[config.mk]
export PLATFORM = sky130hd
export DESIGN_NAME = reg_file_mp
export DESIGN_NICKNAME = d
export VERILOG_FILES = /design/src/rtl/reg_file_pkg.sv /design/src/rtl/reg_file_clr_seq.sv /design/src/rtl/reg_file_mp.sv
export SDC_FILE = /design/constraint.sdc
export NUM_CORES = 1
export LEC_CHECK = 0
export CELL_PAD_IN_SITES_DETAIL_PLACEMENT = 0
export CELL_PAD_IN_SITES_GLOBAL_PLACEMENT = 1
export CORE_ASPECT_RATIO = 0.7
export CORE_UTILIZATION = 55
export CTS_BUF_LIST = sky130_fd_sc_hd__clkbuf_4 sky130_fd_sc_hd__clkbuf_8 sky130_fd_sc_hd__clkbuf_16
export DETAILED_ROUTE_END_ITERATION = 8
export PLACE_DENSITY_LB_ADDON = 0.25
export SETUP_SLACK_MARGIN = 0.1
export SYNTH_ARGS = -nofsm -noshare
export SYNTH_HDL_FRONTEND = slang
export SYNTH_SLANG_ARGS = --single-unit
[constraint.sdc]
create_clock -name clk -period 5.25 [get_ports clk]
set_input_delay 1.575 -clock clk [delete_from_list [all_inputs] [get_ports clk]]
set_output_delay 1.575 -clock clk [all_outputs]
set_load 0.01 [all_outputs]
[src/rtl/reg_file_pkg.sv]
// reg_file_pkg: shared types and helpers for the multi-port register file.
package reg_file_pkg;
   typedef enum logic {INIT, RUN} rf_state_e;
   localparam int MAX_WR = 4;
   localparam int MAX_DATA_W = 1024;
   function automatic logic even_parity(input logic [MAX_DATA_W-1:0] d);
      return ^d;
   endfunction
endpackage

[src/rtl/reg_file_clr_seq.sv]
// reg_file_clr_seq: clear sequencer; walks every entry writing zero after reset or clr_req.
module reg_file_clr_seq
   import reg_file_pkg::*;
#(
   parameter int DEPTH = 32,
   parameter int ADDR_W = $clog2(DEPTH)
) (
   input  logic              clk,
   input  logic              rst_n,
   input  logic              clr_req,
   output logic              init_busy,
   output logic              clr_we,
   output logic [ADDR_W-1:0] clr_addr
);
   rf_state_e state, state_nx;
   logic [ADDR_W-1:0] clr_cnt, clr_cnt_nx;
   logic last;
   always_ff @(posedge clk or negedge rst_n) begin
      if (!rst_n) begin
         state <= INIT;
         clr_cnt <= '0;
      end else begin
         state <= state_nx;
         clr_cnt <= clr_cnt_nx;
      end
   end
   assign last = clr_cnt == ADDR_W'(DEPTH - 1);
   always_comb begin
      state_nx = state;
      clr_cnt_nx = clr_cnt;
      if (state == INIT) begin
         state_nx = last ? RUN : INIT;
         clr_cnt_nx = last ? '0 : clr_cnt + ADDR_W'(1);
      end else if (clr_req) begin
         state_nx = INIT;
         clr_cnt_nx = '0;
      end
   end
   assign init_busy = state == INIT;
   assign clr_we = init_busy;
   assign clr_addr = clr_cnt;
endmodule

[src/rtl/reg_file_mp.sv]
// reg_file_mp: parametrised multi-port register file with clear sequencer and write bypass.
// Define REG_FILE_PARITY_EN to add per-entry even parity and the parity_err output.
module reg_file_mp
   import reg_file_pkg::*;
#(
   parameter int DATA_W = 32,
   parameter int DEPTH = 32,
   parameter int ADDR_W = $clog2(DEPTH),
   parameter int NUM_RD = 2,
   parameter int NUM_WR = 1,
   parameter int ZERO_REG = 1,
   parameter int BYPASS = 1
) (
   input  logic                     clk,
   input  logic                     rst_n,
   input  logic                     clr_req,
   output logic                     init_busy,
   input  logic [NUM_WR-1:0]        wr_en,
   input  logic [NUM_WR*ADDR_W-1:0] wr_addr,
   input  logic [NUM_WR*DATA_W-1:0] wr_data,
   input  logic [NUM_RD*ADDR_W-1:0] rd_addr,
   output logic [NUM_RD*DATA_W-1:0] rd_data
`ifdef REG_FILE_PARITY_EN
   ,
   output logic [NUM_RD-1:0]        parity_err
`endif
);
   localparam int NW = NUM_WR < MAX_WR ? NUM_WR : MAX_WR;
   logic clr_we;
   logic [ADDR_W-1:0] clr_addr;
   logic [NUM_WR-1:0] wv;
   logic [DATA_W-1:0] mem [DEPTH];
`ifdef REG_FILE_PARITY_EN
   logic par_mem [DEPTH];
`endif
   function automatic logic addr_ok(input logic [ADDR_W-1:0] a);
      return 32'(a) < DEPTH && !(ZERO_REG != 0 && a == '0);
   endfunction
   reg_file_clr_seq #(.DEPTH(DEPTH), .ADDR_W(ADDR_W)) u_clr (
      .clk(clk), .rst_n(rst_n), .clr_req(clr_req),
      .init_busy(init_busy), .clr_we(clr_we), .clr_addr(clr_addr)
   );
   always_comb begin
      wv = '0;
      for (int p = 0; p < NW; p++)
         wv[p] = !init_busy && wr_en[p] && addr_ok(wr_addr[p*ADDR_W +: ADDR_W]);
   end
   // Ascending port order makes the highest-index writer win on collisions.
   always_ff @(posedge clk) begin
      if (clr_we) begin
         mem[clr_addr] <= '0;
`ifdef REG_FILE_PARITY_EN
         par_mem[clr_addr] <= 1'b0;
`endif
      end else begin
         for (int p = 0; p < NW; p++)
            if (wv[p]) begin
               mem[wr_addr[p*ADDR_W +: ADDR_W]] <= wr_data[p*DATA_W +: DATA_W];
`ifdef REG_FILE_PARITY_EN
               par_mem[wr_addr[p*ADDR_W +: ADDR_W]] <= even_parity(MAX_DATA_W'(wr_data[p*DATA_W +: DATA_W]));
`endif
            end
      end
   end
   always_comb begin
      rd_data = '0;
`ifdef REG_FILE_PARITY_EN
      parity_err = '0;
`endif
      for (int r = 0; r < NUM_RD; r++)
         if (!init_busy && addr_ok(rd_addr[r*ADDR_W +: ADDR_W])) begin
            rd_data[r*DATA_W +: DATA_W] = mem[rd_addr[r*ADDR_W +: ADDR_W]];
`ifdef REG_FILE_PARITY_EN
            parity_err[r] = even_parity(MAX_DATA_W'(mem[rd_addr[r*ADDR_W +: ADDR_W]]))
                            ^ par_mem[rd_addr[r*ADDR_W +: ADDR_W]];
`endif
            for (int p = 0; p < NW; p++)
               if (BYPASS != 0 && wv[p] && wr_addr[p*ADDR_W +: ADDR_W] == rd_addr[r*ADDR_W +: ADDR_W]) begin
                  rd_data[r*DATA_W +: DATA_W] = wr_data[p*DATA_W +: DATA_W];
`ifdef REG_FILE_PARITY_EN
                  parity_err[r] = 1'b0;
`endif
               end
         end
   end
endmodule

# Word level (Yosys, flattened, before mapping)
# Memory sizes are Yosys's and may differ from the RTL's.
# Cells that the tools add are included.
# totals
ff_bits,6
ram_bits,1024
input_bits,51
out_inout_bits,65
word_cells,39
mem_count,1
# op_classes
add_sub_neg,1
eq_ne,4
n_mux,17
n_bitwise,1
n_reduce_logical,13
# mem_list
name,words,width,read_ports,rd_clocked_by_memory_dff,write_ports,line_no,source
mem,32,32,2,0,1,reg_file_mp.sv:32,logic [DATA_W-1:0] mem [DEPTH];
# ops
op,n
2-to-1 mux 32 bit,5
OR reduction 32 bit,1
2-to-1 mux 5 bit,4
logical NOT 5 bit,3
== test 5 bit,2
2-to-1 mux 1 bit,8
logical AND 1 bit,6
"adder 5 x 1 -> 5 bit, second input constant",1
"== test 5 bit, second input constant",1
logical NOT 1 bit,3
"inequality test 2 bit, second input constant",1
inverter 1 bit,1

# Logic depth before layout (Yosys ltp)
# Gate-level depths: netlist (run 1).
# logic_depth
word_depth,8
depth_mapped,9

# Modules after synthesis
# Synthesis (run 1) repeated with hierarchy kept, for this count alone.
# unflattened
hier_cells,2708
hier_area_um2,48825.6
# modules_own_cells
module,n_inst,cells_per_inst,area_each_um2,seq_area_each_um2
reg_file_mp,1,2682,48526.5,30749.5
reg_file_clr_seq,1,26,299.0,150.1

# Worst setup path after synthesis (run 1)
# No wires, ideal clock.
# synth_timing
path_kind,input to output
startpoint,input rd_addr[6]
endpoint,output rd_data[35]
arrival_ps,3370
t_required_ps,3675
slack_ps,305
cell_stages,8
cell_sequence,buf_2 -> buf_2 -> buf_2 -> buf_1 -> mux4_2 -> a22oi_1 -> a21oi_1 -> a211o_1
# synth_between
elab_chain_len,4
# synth_lines
item,line_no,source
start: declaration,reg_file_mp.sv:21,"input logic [NUM_RD*ADDR_W-1:0] rd_addr,"
branches (longest 3 deep; another with memory (32 x 32 bit)),n/a,
2-to-1 mux 32 bit *,reg_file_mp.sv:71,if (!init_busy && addr_ok(rd_addr[r*ADDR_W +: ADDR_W])) begin
end: declaration,reg_file_mp.sv:22,output logic [NUM_RD*DATA_W-1:0] rd_data
# Mark *: on every way between the ends.

# Worst setup path in the final report (run 1)
# layout_timing
startpoint,input rd_addr[0]
endpoint,output rd_data[15]
# Same word-level chain as after synthesis.

==> flow_metrics.env, run 1 <==
export IMPL_avgRoutedWirePerCell_um=35.6
export IMPL_slowest_delay_ns=0.50
export IMPL_dpl_cell_area_um2=56000
export IMPL_leakagePower_uw=0.0219
export IMPL_area_delta_synth_final_pct=26.4
export IMPL_vias_per_cell=7.14
export IMPL_clkTransAtPathRegs_ns=0.07
export IMPL_slowest_stage="mux4_2"
export IMPL_path_max_fanout=14
export IMPL_design_area_um2=61900
export IMPL_clockBufferDepth=3
export IMPL_avgSynthCellArea_um2=18.2
export IMPL_wl_um=161000
export IMPL_diodes=0
export IMPL_syn_instance_count=2692
export IMPL_synthMuxAreaShare_pct=24.3
export IMPL_worstSetupPathType="in2out"
export IMPL_pwr_density_cell_nw_per_um2=361
export IMPL_switchingPower_uw=6270
export IMPL_cts_tree="built"
export IMPL_multiInputGateArea_um2=18600
export IMPL_p_seq_share_pct=46.5
export IMPL_dp_hpwl_um=102000
export IMPL_cp_cell_sequence="buf_16, buf_12, buf_12, buf_4, mux4_2, a211oi_1, a21oi_1, a221o_1, buf_2"
export IMPL_setup_viol=10
export IMPL_vias=32245
export IMPL_synthFlopType="edfxtp_1"
export IMPL_io_pins=116
export IMPL_synth_most_common_cell="edfxtp_1"
export IMPL_drive_gt1_share_pct=43.8
export IMPL_rsz0062_at_grt="true"
export IMPL_status="complete, but fails checks"
export IMPL_yosys_warnings=0
export IMPL_syn_area_um2=49000
export IMPL_dieArea_um2=90300
export IMPL_num_rows=91
export IMPL_worst_slew_pin_slew_ns=1.27
export IMPL_fp_coreArea_um2=88100
export IMPL_first_pass_iters=5
export IMPL_place_ws_ns=-0.679
export IMPL_grt_max_degree=39
export IMPL_required_ns=3.68
export IMPL_grt_usage_pct=36.0
export IMPL_grt_pass1_vias=32782
export IMPL_relSlewSlack_pct=15.4
export IMPL_yosysTopAreaCell="edfxtp_1"
export IMPL_n_fill_cell=5367
export IMPL_synth_top_area_share_pct=62.8
export IMPL_fin_skew_ns=0.0287
export IMPL_timing_final_crit_share_pct=101
export IMPL_syn_num_nets=2745
export IMPL_synth_edf_count=1024
export IMPL_clock_sinks=1030
export IMPL_synth_fa_ha_area_share_pct=0.0511
export IMPL_cpMostUsedCell="buf_12"
export IMPL_overflow=0
export IMPL_cp_start_kind="primary input"
export IMPL_grt_pass1_wl_um=230000
export IMPL_synth_xor_area_share_pct=0.215
export IMPL_initial_utilization_pct=55.6
export IMPL_drv_cap=0
export IMPL_nets=3327
export IMPL_ys_seq_elements=1030
export IMPL_yosysSeqAreaShare_pct=63.1
export IMPL_synth_simple_area_share_pct=1.87
export IMPL_synth_top_family_by_area="multiplexers"
export IMPL_insertion_delay_ns=0.69
export IMPL_p_sw_share_pct=28.1
export IMPL_io_buffer_count=115
export IMPL_ys_types=45
export IMPL_min_path_type="reg2reg"
export IMPL_synthTopCellsByCount="edfxtp_1, mux4_2, mux2i_1"
export IMPL_max_freq_mhz=189
export IMPL_fin_crit_ns=5.29
export IMPL_final_antenna_net_count=0
export IMPL_htreeDepth=3
export IMPL_die_y_um=252
export IMPL_finalPower_uw=22300
export IMPL_hold_violations=0
export IMPL_clock_power_share_pct=32.0
export IMPL_ctsRootBufferMaster="clkbuf_16"
export IMPL_async_flop_share_pct=0.583
export IMPL_failed_checks="negative setup slack"
export IMPL_critPathArrivalTime_ns=3.72
export IMPL_endpoint_kind="primary output"
export IMPL_combPwrFrac_pct=21.5
export IMPL_gp_congestion=0.937
export IMPL_fp_dieW_um=359
export IMPL_drc_errors=0
export IMPL_cts_buffers=97
export IMPL_seqCellArea_um2=30900
export IMPL_power_internal_uw=16100
export IMPL_vdd_ir_drop_max_uv=329
export IMPL_drtIter0Drc=4741
export IMPL_synth_compound_area_share_pct=8.34
export IMPL_synthTopCellsByArea="edfxtp_1, mux4_2, mux2i_1, a221oi_1, a211oi_1"
export IMPL_grt_antenna_before_repair=0
export IMPL_worst_slack_ns=-0.0432
export IMPL_finalMaxSlewViolations=0
## flip-flops by register name, summed over array words and instances (netlist names)
signal and count:
u_clr.clr_addr 5, mem 1024, u_clr.state 1
## placed cells by master (no fill, tap or decap), drive strengths merged, types with 11 or more instances in the layout
master         netlist  final
a221oi             128    128
clkinv               0     44
a22oi               67     67
mux2i              321    321
inv                  8     12
clkdlybuf4s50        0     35
o21bai              64     64
a211oi              96     96
and2                33     33
xnor2               11     11
nor2b               66     66
nor2                42     42
nand2               11     11
a21oi               98     98
a211o               32     32
edfxtp            1024   1024
a221o               32     32
mux4               384    384
clkbuf             102    122
buf                128    669
## area by class of cell
class / count / share of cell area [%]
clock buffers: 118 / 4.23
clock inverters: 60 / 0.891
inverters: 8 / 0.0485
multi-input cells: 1424 / 30.0
flip-flops and latches: 1030 / 49.9
well taps: 1162 / 2.35
repair buffers: 713 / 12.6
## metrics by stage
| stage | setup TNS, ns | instances | utilization [%] | hold WS, ns |
|---|---|---|---|---|
| 6_report | -0.209 | 4515 | 70.2 | 0.630 |
| 2_1_floorplan | 0 | 2692 | - | 0.555 |
| 5_1_grt | -0.520 | 4515 | 70.2 | 0.663 |
| 3_5_place_dp | -34.50 | 4226 | 63.5 | 0.611 |
| 3_3_place_gp | -32.36 | 4226 | 63.5 | 0.593 |
| 4_1_cts | -0.0547 | 4494 | 69.5 | 0.619 |
## power by group through the flow
stage,combinational (uW),clock (uW),sequential [uW]
after floorplan,2110,0,10400
after global placement,4230,0,10500
after detailed placement,4290,0,10500
after CTS,4610,7190,10400
after global routing,4930,7480,10500
final,4800,7140,10400
## critical path: cells and delay by family
kind	cells	cell delay, ns
buffers and inverters	5	0.74
AO/OA/AOI/OAI	3	0.87
multiplexers	1	0.50
## final timing paths
path	depth (start not counted)	slack [ns]	endpoint	start
max reg2reg	5	1.77	mem[15][18]	u_clr.state
min in group asynchronous	1	1.17	u_clr.clr_addr[1]	rst_n
min reg2reg	2	0.63	u_clr.clr_addr[1]	u_clr.clr_addr[1]
max in group asynchronous	1	3.78	u_clr.clr_addr[2]	rst_n
max	9	-0.04	rd_data[15]	rd_addr[0]
min	2	0.63	u_clr.clr_addr[1]	u_clr.clr_addr[1]
## kinds of logic after synthesis
kind of cell	after synthesis
xor gates and xnor gates	12
buffers and inverters	238
AOI/OAI and AO/OA	535
adders and majority gates	2
and+or+nand+nor	168
muxes	707
DFF	1030
## repair_timing
item | 4_1_cts | 5_1_grt
endpoints found under the setup margin | 64 | 63
pin swaps | 53 | 47
cloned | 21 | 1
resized for setup | 513 | 112
buffers inserted | 70 | 24
hold buffers | 0 | 0
## per-layer routing
metal  vias up  track usage (%)  wire (um)
met5         -                0          0
met1     16641             48.7      58000
met4         0             14.0       7020
li1      12782                -          -
met3       458             13.3      23700
met2      2364             53.5      71900
Power figures use the tool's default switching activity.
==> run 2, diff against run 1 <==
GPL_TIMING_DRIVEN = 0   (was unset)
SETUP_SLACK_MARGIN = unset   (was 0.1)
==> flow_metrics.env, run 2 (synthesis results as in run 1) <==
export IMPL_dp_hpwl_um=113000
export IMPL_failed_checks="negative setup slack"
export IMPL_required_ns=3.68
export IMPL_drc_errors=0
export IMPL_vias_per_cell=7.55
export IMPL_wl_um=164000
export IMPL_cts_tree="built"
export IMPL_io_pins=116
export IMPL_dieArea_um2=90300
export IMPL_fp_dieW_um=359
export IMPL_final_antenna_net_count=0
export IMPL_hold_violations=0
export IMPL_rsz0062_at_grt="true"
export IMPL_finalMaxSlewViolations=0
export IMPL_grt_pass1_vias=31690
export IMPL_clockBufferDepth=3
export IMPL_cpMostUsedCell="buf_12"
export IMPL_fin_hold_ws_ns=0.643
export IMPL_timing_final_crit_share_pct=104
export IMPL_num_rows=91
export IMPL_drive_gt1_share_pct=39.7
export IMPL_top_register="mem"
export IMPL_worst_slew_pin_slew_ns=1.30
export IMPL_clock_sinks=1030
export IMPL_grt_pass1_wl_um=229000
export IMPL_utilization_pct=67.7
export IMPL_status="complete, but fails checks"
export IMPL_worstSetupPathType="in2out"
export IMPL_cp_top_family="compound AO/OA/AOI/OAI gates"
export IMPL_worst_slack_ns=-0.199
export IMPL_pwr_density_cell_nw_per_um2=371
export IMPL_final_cell_mix="edfxtp_1, mux4_2, mux2i_1"
export IMPL_fin_crit_ns=5.45
export IMPL_gp_congestion=0.919
export IMPL_htreeDepth=3
export IMPL_cp_cell_sequence="buf_12, or4_4, o21ai_4, buf_12, o311ai_4, buf_6, buf_8, a21oi_4, a221o_1, buf_2"
export IMPL_nets=3040
export IMPL_fin_skew_ns=0.0225
export IMPL_insertion_delay_ns=0.72
export IMPL_vias=31912
export IMPL_avgRoutedWirePerCell_um=38.7
export IMPL_drtIter0Drc=5095
export IMPL_io_buffer_count=104
export IMPL_first_pass_iters=6
export IMPL_area_delta_synth_final_pct=21.7
export IMPL_path_max_fanout=5
export IMPL_leakagePower_uw=0.0202
export IMPL_slowest_delay_ns=0.54
export IMPL_fp_coreArea_um2=88100
export IMPL_grt_usage_pct=36.5
export IMPL_cp_start_kind="primary input"
export IMPL_relSlewSlack_pct=13.6
export IMPL_final_common_cell="edfxtp_1"
export IMPL_grt_antenna_before_repair=5
export IMPL_vdd_ir_drop_max_uv=389
export IMPL_setup_viol=52
export IMPL_overflow=0
export IMPL_die_y_um=252
export IMPL_clkTransAtPathRegs_ns=0.07
export IMPL_ctsRootBufferMaster="clkbuf_16"
export IMPL_critPathArrivalTime_ns=3.87
export IMPL_cts_buffers=100
export IMPL_min_path_type="reg2reg"
export IMPL_endpoint_kind="primary output"
export IMPL_drv_cap=0
export IMPL_largest_reg_flops=1024
export IMPL_startpoint="wr_addr[1]"
export IMPL_crit_buf_inv=5
export IMPL_max_freq_mhz=184
export IMPL_initial_utilization_pct=55.6
export IMPL_grt_max_degree=33
export IMPL_reg2reg_from="u_clr.state"
export IMPL_worstHoldStart="u_clr.clr_addr[1]"
export IMPL_slowest_stage="or4_4"
[run 2: path summary, 6_finish.rpt]
path / to / slack (ns) / depth (start not counted)
min in group asynchronous: u_clr.clr_addr[0] / 1.12 / 1
max reg2reg: mem[10][21] / 1.28 / 6
min reg2reg: u_clr.clr_addr[1] / 0.64 / 2
max in group asynchronous: u_clr.clr_addr[4] / 3.90 / 1
max: rd_data[11] / -0.20 / 10
min: u_clr.clr_addr[1] / 0.64 / 2
[run 2: worst reg2reg max path: stages (launching register included)]
cell and delay (ns):
dfrtp_1 0.32, clkbuf_1 0.55, and2_1 0.21, buf_2 0.23, o21a_1 0.53, clkbuf_1 0.62
and2_1 1.11
[run 2: final cells by class]
type | count | area (um2)
Antenna cell | 3 | 7.51
Buffer | 228 | 2390
Clock buffer | 122 | 2760
Clock inverter | 55 | 457
Fill cell | 5676 | 28500
Inverter | 8 | 30.0
Multi-Input combinational cell | 1424 | 19200
Sequential cell | 1030 | 30900
Tap cell | 1162 | 1450
Timing Repair Buffer | 195 | 2390
[run 2: report_power, final]
group          leakage (uW)  total (uW)  switching [uW]  internal, uW
combinational       0.00902        4480            2770          1710
clock               0.00161        7270            3170          4100
sequential          0.00961       10400             322         10000
[run 2: what timing repair did]
item	in CTS	in global routing
hold buffers	0	0
pin swaps	77	37
gates resized for setup	968	161
endpoints found under the setup margin	64	64
buffers inserted	32	14
cloned	4	2
[run 2: metrics by stage]
step / setup slack, ns / setup TNS (ns) / instance area (um2) / power (uW) / std cells
2_1_floorplan: 0.305 / 0 / 49000 / 12500 / 2692
3_3_place_gp: -2.47 / -2014.53 / 51500 / 13900 / 3958
3_5_place_dp: -2.16 / -123.14 / 52600 / 14400 / 3998
4_1_cts: -0.124 / -2.19 / 58900 / 21800 / 4209
5_1_grt: -0.167 / -4.24 / 59600 / 22600 / 4224
6_report: -0.199 / -4.55 / 59600 / 22100 / 4227
[run 2: metal layers]
metal	part of all wire (%)	global-route usage [%]
met2	42	50.1
met3	16	12.2
met5	0.012	0
met1	39	55.1
met4	3.6	11.8
